[src/rtl/ex_alu_buf3.sv]
// Execute stage: ALU plus EX/WB pipeline buffer 3, iterative shift-add MUL.
// Optional macro EX_MUL_FAST_EN selects a single-cycle combinational MUL.
module ex_alu_buf3 #(
    parameter int WIDTH  = 16,
    parameter int ADDR_W = 4,
    parameter int OPC_W  = 4
) (
    input  logic              CLOCK,
    input  logic              in_rst,
    input  logic              in_valid,
    input  logic [OPC_W-1:0]  in_opcode,
    input  logic [WIDTH-1:0]  in_op1_data,
    input  logic [WIDTH-1:0]  in_op2_data,
    input  logic [ADDR_W-1:0] in_dest,
    input  logic              in_wb_en,
    output logic [WIDTH-1:0]  out_alu_buf3,
    output logic [ADDR_W-1:0] out_dest_buf3,
    output logic              out_wb_buf3,
    output logic              out_valid_buf3,
    output logic              out_zero_buf3,
    output logic              out_carry_buf3,
    output logic              out_stall
);

    localparam logic [OPC_W-1:0] OP_ADD  = OPC_W'(0);
    localparam logic [OPC_W-1:0] OP_SUB  = OPC_W'(1);
    localparam logic [OPC_W-1:0] OP_AND  = OPC_W'(2);
    localparam logic [OPC_W-1:0] OP_OR   = OPC_W'(3);
    localparam logic [OPC_W-1:0] OP_XOR  = OPC_W'(4);
    localparam logic [OPC_W-1:0] OP_SLL  = OPC_W'(5);
    localparam logic [OPC_W-1:0] OP_SRL  = OPC_W'(6);
    localparam logic [OPC_W-1:0] OP_MUL  = OPC_W'(7);
    localparam logic [OPC_W-1:0] OP_PASS = OPC_W'(8);

    logic [WIDTH-1:0]  r_alu;
    logic [ADDR_W-1:0] r_dest;
    logic              r_wb;
    logic              r_valid;
    logic              r_zero;
    logic              r_carry;

    logic [WIDTH:0]    w_sum;
    logic [WIDTH:0]    w_diff;
    logic [WIDTH-1:0]  w_mul;
    logic [WIDTH-1:0]  w_res;
    logic              w_carry;
    logic              w_wb;
    logic              w_is_mul;

    assign w_sum    = {1'b0, in_op1_data} + {1'b0, in_op2_data};
    assign w_diff   = {1'b0, in_op1_data} - {1'b0, in_op2_data};
    assign w_is_mul = (in_opcode == OP_MUL);

`ifdef EX_MUL_FAST_EN
    assign w_mul = in_op1_data * in_op2_data;
`else
    assign w_mul = '0;
`endif

    always_comb begin
        w_res   = '0;
        w_carry = 1'b0;
        w_wb    = in_wb_en;
        case (in_opcode)
            OP_ADD: begin
                w_res   = w_sum[WIDTH-1:0];
                w_carry = w_sum[WIDTH];
            end
            OP_SUB: begin
                w_res   = w_diff[WIDTH-1:0];
                w_carry = w_diff[WIDTH];
            end
            OP_AND:  w_res = in_op1_data & in_op2_data;
            OP_OR:   w_res = in_op1_data | in_op2_data;
            OP_XOR:  w_res = in_op1_data ^ in_op2_data;
            OP_SLL:  w_res = in_op1_data << in_op2_data[3:0];
            OP_SRL:  w_res = in_op1_data >> in_op2_data[3:0];
            OP_MUL:  w_res = w_mul;
            OP_PASS: w_res = in_op2_data;
            default: w_wb  = 1'b0;
        endcase
    end

`ifdef EX_MUL_FAST_EN
    always_ff @(posedge CLOCK or posedge in_rst) begin
        if (in_rst) begin
            r_alu   <= '0;
            r_dest  <= '0;
            r_wb    <= 1'b0;
            r_valid <= 1'b0;
            r_zero  <= 1'b0;
            r_carry <= 1'b0;
        end else if (in_valid) begin
            r_alu   <= w_res;
            r_dest  <= in_dest;
            r_wb    <= w_wb;
            r_valid <= 1'b1;
            r_zero  <= (w_res == '0);
            r_carry <= w_carry;
        end else begin
            r_alu   <= '0;
            r_dest  <= '0;
            r_wb    <= 1'b0;
            r_valid <= 1'b0;
            r_zero  <= 1'b0;
            r_carry <= 1'b0;
        end
    end

    assign out_stall = 1'b0;
    logic w_unused;
    assign w_unused = w_is_mul;
`else
    localparam int CNT_W = $clog2(WIDTH);
    localparam logic [CNT_W-1:0] LAST = CNT_W'(WIDTH - 1);

    typedef enum logic {IDLE, BUSY} state_t;

    state_t           r_state;
    logic [CNT_W-1:0] r_cnt;
    logic [WIDTH-1:0] r_mcand;
    logic [WIDTH-1:0] r_mplier;
    logic [WIDTH-1:0] r_acc;
    logic [WIDTH-1:0] w_step;

    // Accumulator after adding this step's partial product.
    assign w_step = r_acc + (r_mplier[0] ? r_mcand : '0);

    always_ff @(posedge CLOCK or posedge in_rst) begin
        if (in_rst) begin
            r_state  <= IDLE;
            r_cnt    <= '0;
            r_mcand  <= '0;
            r_mplier <= '0;
            r_acc    <= '0;
            r_alu    <= '0;
            r_dest   <= '0;
            r_wb     <= 1'b0;
            r_valid  <= 1'b0;
            r_zero   <= 1'b0;
            r_carry  <= 1'b0;
        end else begin
            r_alu   <= '0;
            r_dest  <= '0;
            r_wb    <= 1'b0;
            r_valid <= 1'b0;
            r_zero  <= 1'b0;
            r_carry <= 1'b0;
            case (r_state)
                IDLE: begin
                    if (in_valid && w_is_mul) begin
                        r_mcand  <= in_op1_data;
                        r_mplier <= in_op2_data;
                        r_acc    <= '0;
                        r_cnt    <= '0;
                        r_state  <= BUSY;
                    end else if (in_valid) begin
                        r_alu   <= w_res;
                        r_dest  <= in_dest;
                        r_wb    <= w_wb;
                        r_valid <= 1'b1;
                        r_zero  <= (w_res == '0);
                        r_carry <= w_carry;
                    end
                end
                BUSY: begin
                    r_acc    <= w_step;
                    r_mcand  <= r_mcand << 1;
                    r_mplier <= r_mplier >> 1;
                    r_cnt    <= r_cnt + 1'b1;
                    if (r_cnt == LAST) begin
                        r_alu   <= w_step;
                        r_dest  <= in_dest;
                        r_wb    <= in_wb_en;
                        r_valid <= 1'b1;
                        r_zero  <= (w_step == '0);
                        r_state <= IDLE;
                    end
                end
                default: r_state <= IDLE;
            endcase
        end
    end

    // Held low during reset even if a MUL is still presented upstream.
    assign out_stall = !in_rst &&
        (((r_state == IDLE) && in_valid && w_is_mul) ||
         ((r_state == BUSY) && (r_cnt != LAST)));
`endif

    assign out_alu_buf3   = r_alu;
    assign out_dest_buf3  = r_dest;
    assign out_wb_buf3    = r_wb;
    assign out_valid_buf3 = r_valid;
    assign out_zero_buf3  = r_zero;
    assign out_carry_buf3 = r_carry;

endmodule
[config.mk]
export PLATFORM = sky130hd
export DESIGN_NAME = ex_alu_buf3
export DESIGN_NICKNAME = d
export VERILOG_FILES = /design/src/rtl/ex_alu_buf3.sv
export SDC_FILE = /design/constraint.sdc
export NUM_CORES = 1
export LEC_CHECK = 0
export ABC_AREA = 1
export CORE_MARGIN = 2
export CORE_UTILIZATION = 39
export CTS_CLUSTER_SIZE = 16
export DETAILED_ROUTE_END_ITERATION = 16
export SYNTH_ARGS = -nofsm -noshare
export SYNTH_HDL_FRONTEND = slang
export SYNTH_SLANG_ARGS = --single-unit
export TNS_END_PERCENT = 5
[constraint.sdc]
create_clock -name CLOCK -period 2.55 [get_ports CLOCK]
set_clock_uncertainty 0.1 [all_clocks]
set_input_delay 0.255 -clock CLOCK [delete_from_list [all_inputs] [get_ports CLOCK]]
set_output_delay 0.255 -clock CLOCK [all_outputs]
set_load 0.01 [all_outputs]
Word-level counts from Yosys, hierarchy flattened:

Index checks and enable logic that the tools add are counted.

* register bits: 77
* latch bits: 0
* memory bits (writable): 0
* ROM bits: 0
* input bits: 44
* output and inout port bits: 25
* word-level logic and storage cells: 81
* memories kept: 0

* add/subtract/negate cells: 4
* multipliers: 0
* divide/modulo/power cells: 0
* order comparisons: 0
* equality and inequality tests: 11
* shift-type cells: 2
* mux-type cells: 38
* bitwise logic cells: 4
* reductions and logical operators: 11

Operators with widths (number)
* 16-bit case mux with 2 select lines: 4
* 16-bit case mux with 8 select lines: 1
* 16-bit 2-to-1 mux: 7
* 16-bit zero test: 2
* 16-bit by 16-bit adder with 17-bit output: 1
* 16-bit by 16-bit subtractor with 17-bit output: 1
* 16-bit adder: 1
* 16-bit bitwise AND: 1
* 4-bit by 3-bit equality test with 1-bit output, second input constant: 4
* 4-bit 2-to-1 mux: 4
* 16-bit bitwise OR: 1
* 4-bit case mux with 2 select lines: 2
* 16-bit by 4-bit left shift with 16-bit output: 1
* 16-bit by 4-bit >> shifter with 16-bit output: 1
* 16-bit bitwise XOR: 1
* 1-bit 2-to-1 mux: 15
* 1-bit case mux with 2 select lines: 5
* 9-bit OR reduction: 1
* 4-bit by 2-bit equality test with 1-bit output, second input constant: 2
* 4-bit equality test, second input constant: 2
* 1-bit logical AND: 5
* 4-bit by 1-bit adder with 4-bit output, second input constant: 1
* 4-bit by 1-bit equality test with 1-bit output, second input constant: 1
* 4-bit zero test: 1
* 5 further kinds: 5

Longest topological paths before layout:

Gate-level depths: netlist of run 1.

* depth in word-level cells: 6
* gate-level depth with buffers: 20
* depth with buffers taken out: 18

Worst setup path after synthesis of run 1:

OpenSTA, ideal clock, no wires.

* path type: input to register
* start: input port in_op2_data[2]
* end: register r_zero (netlist: out_zero_buf3)
* setup time: 0.066 ns
* data arrival time: 2.340 ns
* data required time: 2.384 ns
* slack: 0.044 ns
* stages: 17
* path buffers: 3
* cell sequence: buf_4 -> clkinv_1 -> clkbuf_1 -> ha_1 -> clkbuf_1 -> or2_2 -> nand3b_1 -> nand2_1 -> nand2_1 -> nand3_1 -> nand3_1 -> nand2_1 -> nor2_1 -> nand3_1 -> nor2_1 -> nand2_1 -> nand2_1

* word-level cells in the longest chain between the ends: 6
* elaborated cells between the ends (all ways): 12
* classes of those cells: add/sub (2); shift (2); mux (4); bitwise (3); reduce/logical (1)

RTL lines
* from (decl): line 13 `input logic [WIDTH-1:0] in_op2_data,`
* 16-bit by 16-bit subtractor with 17-bit output, or another cell as far along: line 51 `assign w_diff = {1'b0, in_op1_data} - {1'b0, in_op2_data};`
* 16-bit case mux with 8 select lines (*): line 64 `case (in_opcode)`
* 16-bit zero test (*): line 162 `r_zero <= (w_res == '0);`
* 1-bit 2-to-1 mux (*): line 157 `end else if (in_valid) begin`
* 1-bit 2-to-1 mux (*): line 151 `if (in_valid && w_is_mul) begin`
* 1-bit case mux with 2 select lines (*): line 149 `case (r_state)`
* to (signal assigned): line 162
* to (signal assigned): line 176 `r_zero <= (w_step == '0);`
* to (decl): line 39 `logic r_zero;`

Mark *: on every way between the ends. The rest lies on a longest branch, timed or not.
A chain may end at the register's enable or synchronous reset.

Worst setup path in the final report of run 1:

* start: input port in_op1_data[1]
* end: register r_zero (netlist: out_zero_buf3)

* word-level cells in the longest chain between the ends: 6
* elaborated cells between the ends (all ways): 12
* classes of those cells: add/sub (2); shift (2); mux (4); bitwise (3); reduce/logical (1)

RTL lines
* from (decl): line 12 `input logic [WIDTH-1:0] in_op1_data,`
* 16-bit by 16-bit subtractor with 17-bit output, or another cell as far along: line 51
* 16-bit case mux with 8 select lines (*): line 64
* 16-bit zero test (*): line 162
* 1-bit 2-to-1 mux (*): line 157
* 1-bit 2-to-1 mux (*): line 151
* 1-bit case mux with 2 select lines (*): line 149

Marks and branches as above.

==> impl_results.md, run 1 <==
- Total of warnings raised by yosys: 0
- Number of global-route vias before repair: 9542
- Count of distinct cell types in the synthesized netlist: 38
- Crit-path max FO: 4
- Setup Crit Path Kind: in -> reg
- Yosys top cell by area: sky130_fd_sc_hd__dfrtp_1
- Number of nets at the end of the flow: ~1800
- Violations in the final reports: setup timing
- Share of power burned in registers: a little under a third
- Proportion of synthesized chip area in sequential cells: between 20% and 30%
- Average via count per standard cell: 5.16
- Max VDD drop: about 0.00035 V
- Number of cell instances on the worst register-to-register path: 15
- DRC violation count after routing: 0
- Area of the core region: about 21000 µm²
- Post-Route Utilization: 54.1%
- Register bit total from synthesis: between 70 and 80
- Die boundary width: between 100 and 150 µm
- Unrepaired setup endpoints after global routing: yes
- Required time worst endpoint: 2.73 ns
- Starting utilization of the core area: between 30% and 40%
- Nature of the critical path startpoint: input pin
- Global router's overall resource usage: approximately 30%
- Relative area change from synthesis to final layout: 37.3%
- Share of the clock period used by the worst path: 101%
- Worst reg2reg path startpoint: r_mplier[0]
- Instance count after placement with tap cells included: 1911
- Final critical-path required period: ~2.6 ns
- Slew Viols, Final: 0
- Internal portion of total power: between 3 and 4 mW
- Top cells by area, synth: sky130_fd_sc_hd__dfrtp_1 (23%), sky130_fd_sc_hd__nand2_1 (22%), sky130_fd_sc_hd__nand3_1 (12%)
- Power per standard cell area: about 520 nW/µm²
- CTS H-tree depth: 3
- Pwr Total: 5.89 mW
- Primary flip-flop cell chosen by synthesis mapping: sky130_fd_sc_hd__dfrtp_1
- Non-filler cells, final: 1928
- Via count of the routed design: between 9000 and 10000
- Clock transition at the register clock pins on the worst setup and hold paths after CTS: about 0.060 ns
- Drt wl/cell: roughly 17 µm
- Clock tree from TritonCTS: yes
- Die Outline Area: roughly 22000 µm²
- Most used standard cell by instance count after synthesis: sky130_fd_sc_hd__nand2_1
- IO Port Bufs: 68
- Filler Cell Count: 2165
- Relative contribution of the clock network to total power: between 10% and 20%
- Share of layout cells above drive strength 1: 18.3%
- Number of failing setup endpoints in the final timing report: 1
- Async set-or-reset flop fraction in the synthesized netlist: 100%
- Synthesized instance count: around 1400
- Boundary pin count: 69
- Number of detailed-route iterations in the first pass: 6
- Number of cell rows: 53
- DRT iter0 DRCs: ~820
- Run status: finished with violations
- Setup TNS: -0.0264 ns
- Relative slew slack: between 60% and 70%
- DIE HEIGHT: 149 µm
- Final worst slack: -0.0264 ns
- Sinks on the clock net: 77
- Number of buffers inserted by post-CTS setup repair: 0
- Global-route wire length before repair: 50.5 mm
- Internal reg-to-reg setup slack: approximately 0.10 ns
- Top cell type's share of synthesized area: 23.4%
- Net switching power: 2.45 mW
- Path class of the lowest-slack min-delay path: in -> async
- Largest net degree at the start of global routing: 60
- Post-Syn Nets: about 1500
- Number of synthesized flops with an enable pin: 0
- Total detailed-routing wirelength: ~33 mm
- Share of power burned in combinational logic: 49.9%
- Number of max-cap violations: 0
- Data arrival time at the worst-slack endpoint: 2.75 ns
- DRT antenna net count: 0
- Type of destination of the critical path: flip-flop
- Worst reg2reg endpoint: out_zero_buf3
- Average footprint of a synthesized cell: 5.95 µm²
- Routability cong.: a little over 1
- FMAX: just under 400 MHz
- Antenna violations before repair: 1
- Leakage power of the design: between 6 and 7 nW
- Root buffer selected by CTS: sky130_fd_sc_hd__clkbuf_16
- Clock Tree Buf Depth: 2
- Hold Buf Count CTS: 0
- Number of buffers added by the clock tree synthesis step: 9
- Insertion delay to the later sink of the worst-skew pair: 0.34 ns
- Net switching fraction of the power: between 40% and 50%
- Hold violation count in the final report: 0
- Top post-synthesis cells by count: sky130_fd_sc_hd__nand2_1 (473), sky130_fd_sc_hd__nand3_1 (195), sky130_fd_sc_hd__inv_1 (185)
- Post-route worst hold slack: between 0.1 and 0.15 ns
- DP Wirelength: 27.0 mm
- Slew @ Worst Pin: about 0.54 ns
- Syn Std Cell Area: a little over 8000 µm²
- Total grt overflow: 0
==> what timing repair did <==
item                                    4_1_cts  5_1_grt
resized for setup                            12       45
pin swaps                                     1        2
endpoints found under the setup margin        4       23
==> power by group through the flow <==
stage          sequential, mW  clock [mW]  combinational, mW
6_report                 1.80        1.15               2.94
5_1_grt                  1.83        1.24               3.24
3_5_place_dp             1.81           0               2.85
2_1_floorplan            1.74           0               1.61
3_3_place_gp             1.80           0               2.80
4_1_cts                  1.79        1.17               2.87
==> per-stage QoR <==
stage,area [µm²],worst slack (ns)
5_1_grt,11300,-0.131
2_1_floorplan,8220,0.0444
3_3_place_gp,10800,-0.456
6_report,11300,-0.0264
3_5_place_dp,10800,-0.463
4_1_cts,11100,0.00184
==> how the worst max path moves through the flow <==
| stage | start | end | slack [ns] | cells after the start |
|---|---|---|---|---|
| after floorplan | in_op2_data[2] | out_zero_buf3 | 0.04 | 17 |
| after global placement | in_op2_data[0] | out_zero_buf3 | -0.46 | 17 |
| after detailed placement | in_op2_data[0] | out_zero_buf3 | -0.46 | 17 |
| after CTS | in_op2_data[0] | out_zero_buf3 | 0.002 | 17 |
| after global routing | in_op1_data[1] | out_zero_buf3 | -0.13 | 18 |
| final | in_op1_data[1] | out_zero_buf3 | -0.03 | 18 |
==> metal layers <==
layer / global-route usage (%) / share of wire [%] / up-vias
met5: 0 / 0 / -
met4: 15.1 / 5.4 / 0
met3: 3.88 / 6.5 / 89
met2: 49.4 / 47 / 387
met1: 37.5 / 42 / 4525
li1: - / - / 4941
==> worst max-delay path: stages <==
cell and delay (ns):
sky130_fd_sc_hd__clkdlybuf4s50_1 0.48, sky130_fd_sc_hd__inv_1 0.09, sky130_fd_sc_hd__ha_1 0.35, sky130_fd_sc_hd__inv_1 0.07, sky130_fd_sc_hd__nand2_1 0.05, sky130_fd_sc_hd__nand2_1 0.21, sky130_fd_sc_hd__nand3_1 0.14, sky130_fd_sc_hd__nand2_1 0.18
sky130_fd_sc_hd__nand2_1 0.07, sky130_fd_sc_hd__nand3_1 0.07, sky130_fd_sc_hd__nand2_1 0.14, sky130_fd_sc_hd__nor2_4 0.20, sky130_fd_sc_hd__nand3_1 0.10, sky130_fd_sc_hd__nor2_1 0.11, sky130_fd_sc_hd__nand2_1 0.05, sky130_fd_sc_hd__nor2_1 0.08
sky130_fd_sc_hd__nand2_1 0.05, sky130_fd_sc_hd__nand2_1 0.05
==> registers in the layout, summed over array words and instances (netlist names) <==
name	flops
out_alu_buf3	16
r_acc	16
r_mcand	16
r_mplier	16
out_dest_buf3	4
r_cnt	4
out_carry_buf3	1
out_valid_buf3	1
out_wb_buf3	1
out_zero_buf3	1
r_state	1
==> logic make-up after synthesis <==
group / Yosys count / synth area share, %
XOR/XNOR: 8 / 0.852
flip-flops: 77 / 23.4
AO/OA/AOI/OAI: 145 / 10.3
AND/OR/NAND/NOR: 843 / 42.7
buffers and inverters: 237 / 11.6
adder cells (fa/ha/maj): 71 / 11.1
==> placed cells by master, fill, tap and decap left out, drive strengths merged <==
| cell | netlist | routed |
|---|---|---|
| a21o | 1 | 1 |
| a21oi | 39 | 39 |
| a22o | 1 | 1 |
| a31oi | 1 | 1 |
| and2 | 2 | 2 |
| and3 | 1 | 1 |
| buf | 27 | 234 |
| clkbuf | 20 | 10 |
| clkdlybuf4s50 | 0 | 66 |
| clkinv | 2 | 8 |
| clkinvlp | 0 | 1 |
| dfrtp | 77 | 77 |
| diode | 0 | 1 |
| dlymetal6s2s | 0 | 2 |
| fa | 3 | 3 |
| ha | 68 | 68 |
| inv | 188 | 187 |
| nand2 | 474 | 474 |
| nand3 | 195 | 195 |
| nand3b | 6 | 6 |
| nand4 | 12 | 12 |
| nor2 | 137 | 137 |
| nor3 | 12 | 12 |
| o211ai | 25 | 25 |
| o21a | 1 | 1 |
| o21ai | 56 | 56 |
| o21bai | 4 | 4 |
| o221ai | 6 | 6 |
| o22ai | 9 | 9 |
| o32ai | 2 | 2 |
| or2 | 4 | 4 |
| xnor2 | 2 | 2 |
| xor2 | 6 | 6 |
==> area by class of cell <==
class	count	area [µm²]	share of cell area, %
inverter	190	717	6.35
multi-input combinational	1067	5510	48.8
timing repair buffer	302	2520	22.4
tap	275	344	3.05
antenna	1	2.50	0.0222
sequential	77	1930	17.1
clock inverter	6	40.0	0.355
clock buffer	10	229	2.03
Note: power is estimated with default switching activity, not from simulation.
==> run 2: changes to the inputs <==
--- a/config.mk
+++ b/config.mk
@@ -6,6 +6,7 @@
 export NUM_CORES = 1
 export LEC_CHECK = 0
 export ABC_AREA = 1
+export CAP_MARGIN = 20
 export CORE_MARGIN = 2
 export CORE_UTILIZATION = 39
 export CTS_CLUSTER_SIZE = 16
==> results of run 2 <==
No change in the layout: final DEF, timing and power equal those of run 1.
==> run 3: changes to the inputs <==
--- a/config.mk
+++ b/config.mk
@@ -6,8 +6,6 @@
 export NUM_CORES = 1
 export LEC_CHECK = 0
 export ABC_AREA = 1
-export CAP_MARGIN = 20
-export CORE_MARGIN = 2
 export CORE_UTILIZATION = 39
 export CTS_CLUSTER_SIZE = 16
 export DETAILED_ROUTE_END_ITERATION = 16
==> impl_results.md, run 3 (same netlist as run 1, synthesis figures left out) <==
- Run status: finished clean
- Leading cell types in the layout, fill and taps excluded: sky130_fd_sc_hd__nand2_1 (468), sky130_fd_sc_hd__buf_4 (225), sky130_fd_sc_hd__nand3_1 (190)
- Average via count per standard cell: approximately 5.1
- Final critical-path required period: roughly 2.5 ns
- Flip-flop and latch area: around 1900 µm²
- Clock Tree Buf Depth: 2
- Number of cell rows: 52
- Die Outline Area: approximately 22000 µm²
- FMAX: between 300 and 400 MHz
- IO Port Bufs: 68
- Boundary pin count: 69
- Filler Cell Count: between 2000 and 2500
- Slew @ Worst Pin: 0.584 ns
- Share of layout cells above drive strength 1: between 10% and 20%
- Path class of the lowest-slack min-delay path: in -> async
- Crit-path max FO: 10
- Number of max-cap violations: 0
- Nature of the critical path startpoint: flip-flop
- Type of destination of the critical path: flip-flop
- Largest net degree at the start of global routing: between 40 and 50
- Total inserted antenna cells: 0
- Number of nets at the end of the flow: ~1800
- Power per standard cell area: 533 nW/µm²
- Global-route wire length before repair: 50.9 mm
- Starting utilization of the core area: approximately two fifths
- Relative area change from synthesis to final layout: 36.5%
- Total detailed-routing wirelength: about 33 mm
- Post-route worst hold slack: roughly 0.13 ns
- Clock tree from TritonCTS: yes
- Leakage power of the design: 6.13 nW
- DRT antenna net count: 0
- Number of buffers inserted by post-CTS setup repair: 0
- Clock transition at the register clock pins on the worst setup and hold paths after CTS: roughly 0.06 ns
- DIE HEIGHT: approximately 150 µm
- Data arrival time at the worst-slack endpoint: between 2 and 3 ns
- Sinks on the clock net: 77
- Routability cong.: 0.969
- Slew Viols, Final: 0
- Required time worst endpoint: between 2 and 3 ns
- Drt wl/cell: 17.2 µm
- Number of global-route vias before repair: just over 9000
- CTS H-tree depth: 3
- Number of failing setup endpoints in the final timing report: 0
- Most common cell after layout, fill and taps aside: sky130_fd_sc_hd__nand2_1
- Number of detailed-route iterations in the first pass: 7
- Via count of the routed design: roughly 9900
- Setup Crit Path Kind: reg -> reg
- Max VDD drop: around 0.00046 V
- Area of the core region: between 20000 and 25000 µm²
- Global router's overall resource usage: between 30 and 40%
- DRC violation count after routing: 0
- DRT iter0 DRCs: between 600 and 700
- Root buffer selected by CTS: sky130_fd_sc_hd__clkbuf_16
- Die boundary width: 147 µm
- Hold violation count in the final report: 0
- Share of the clock period used by the worst path: between 90% and 100%
- Number of cell instances on the worst register-to-register path: 14
- Unrepaired setup endpoints after global routing: yes
- Insertion delay to the later sink of the worst-skew pair: 0.34 ns
- Antenna violations before repair: 1
- Post-Route Utilization: roughly 55%
- DP Wirelength: between 20 and 30 mm
- Relative slew slack: roughly three fifths
- Area of the multi-input gates: 5490 µm²
- Number of buffers added by the clock tree synthesis step: 9
- Total grt overflow: 0
-- run 3: cell count changes in the layout (fill, tap and decap cells not counted), sizes merged --
cell / before / now
buf: 234 / 229
clkinv: 8 / 4
bufinv: 0 / 1
clkbuf: 10 / 11
diode: 1 / 0
inv: 187 / 188
-- run 3: report_power, final --
part	internal (mW)	switching, mW	leakage [nW]
combinational	1.20	1.73	4.94
clock	0.802	0.484	0.147
sequential	1.56	0.223	1.04
total	3.55	2.43	6.13
-- run 3: per-layer routing --
metal	vias up	wire length [µm]	global-route usage, %
li1	4945	-	-
met1	4551	14600	39.2
met2	304	15400	52.0
met3	61	1400	2.83
met4	0	1470	14.6
met5	-	0	0
-- run 3: timing repair --
item / in CTS / in global routing
setup endpoints to repair: 2 / 20
hold buffers: 0 / 0
gates resized for setup: 6 / 45
pin swaps: 0 / 3
-- run 3: final cells by class --
| type | count | share of cell area, % |
|---|---|---|
| sequential | 77 | 17.2 |
| tap | 270 | 3.01 |
| timing repair buffer | 297 | 21.9 |
| clock inverter | 4 | 0.424 |
| clock buffer | 11 | 2.25 |
| multi-input combinational | 1067 | 48.9 |
| inverter | 190 | 6.39 |
-- run 3: final timing paths --
check	from	endpoint	slack, ns
max	r_mplier[0]	out_zero_buf3	0.03
min	in_rst	out_dest_buf3[3]	0.13
max reg2reg	r_mplier[0]	out_zero_buf3	0.03
min reg2reg	r_mplier[15]	r_mplier[15]	0.39
max in group asynchronous	in_rst	out_alu_buf3[13]	1.70
min in group CLOCK	in_dest[3]	out_dest_buf3[3]	0.34
-- run 3: critical path: stages, from the launching register on --
cell                      delay [ns]
sky130_fd_sc_hd__dfrtp_1        0.38
sky130_fd_sc_hd__buf_4          0.18
sky130_fd_sc_hd__nand2_1        0.07
sky130_fd_sc_hd__inv_1          0.05
sky130_fd_sc_hd__ha_2           0.37
sky130_fd_sc_hd__nand3_1        0.10
sky130_fd_sc_hd__nand3_2        0.10
sky130_fd_sc_hd__nand2_1        0.06
sky130_fd_sc_hd__a21oi_1        0.15
sky130_fd_sc_hd__buf_4          0.16
sky130_fd_sc_hd__xor2_1         0.21
sky130_fd_sc_hd__nand3_1        0.16
sky130_fd_sc_hd__nor3_2         0.14
sky130_fd_sc_hd__nand4_1        0.14
sky130_fd_sc_hd__nand2_1        0.10
-- run 3: stage by stage --
step           power (mW)  setup slack (ns)  TNS (ns)  instance area, µm²  instances
2_1_floorplan        3.35            0.0444         0                8220       1381
3_3_place_gp         4.59            -0.434     -4.16               10800       1901
3_5_place_dp         4.62            -0.414     -3.77               10800       1901
4_1_cts              5.94           -0.0383   -0.0383               11100       1916
5_1_grt              6.41            -0.247    -0.704               11200       1916
6_report             5.99            0.0346         0               11200       1916
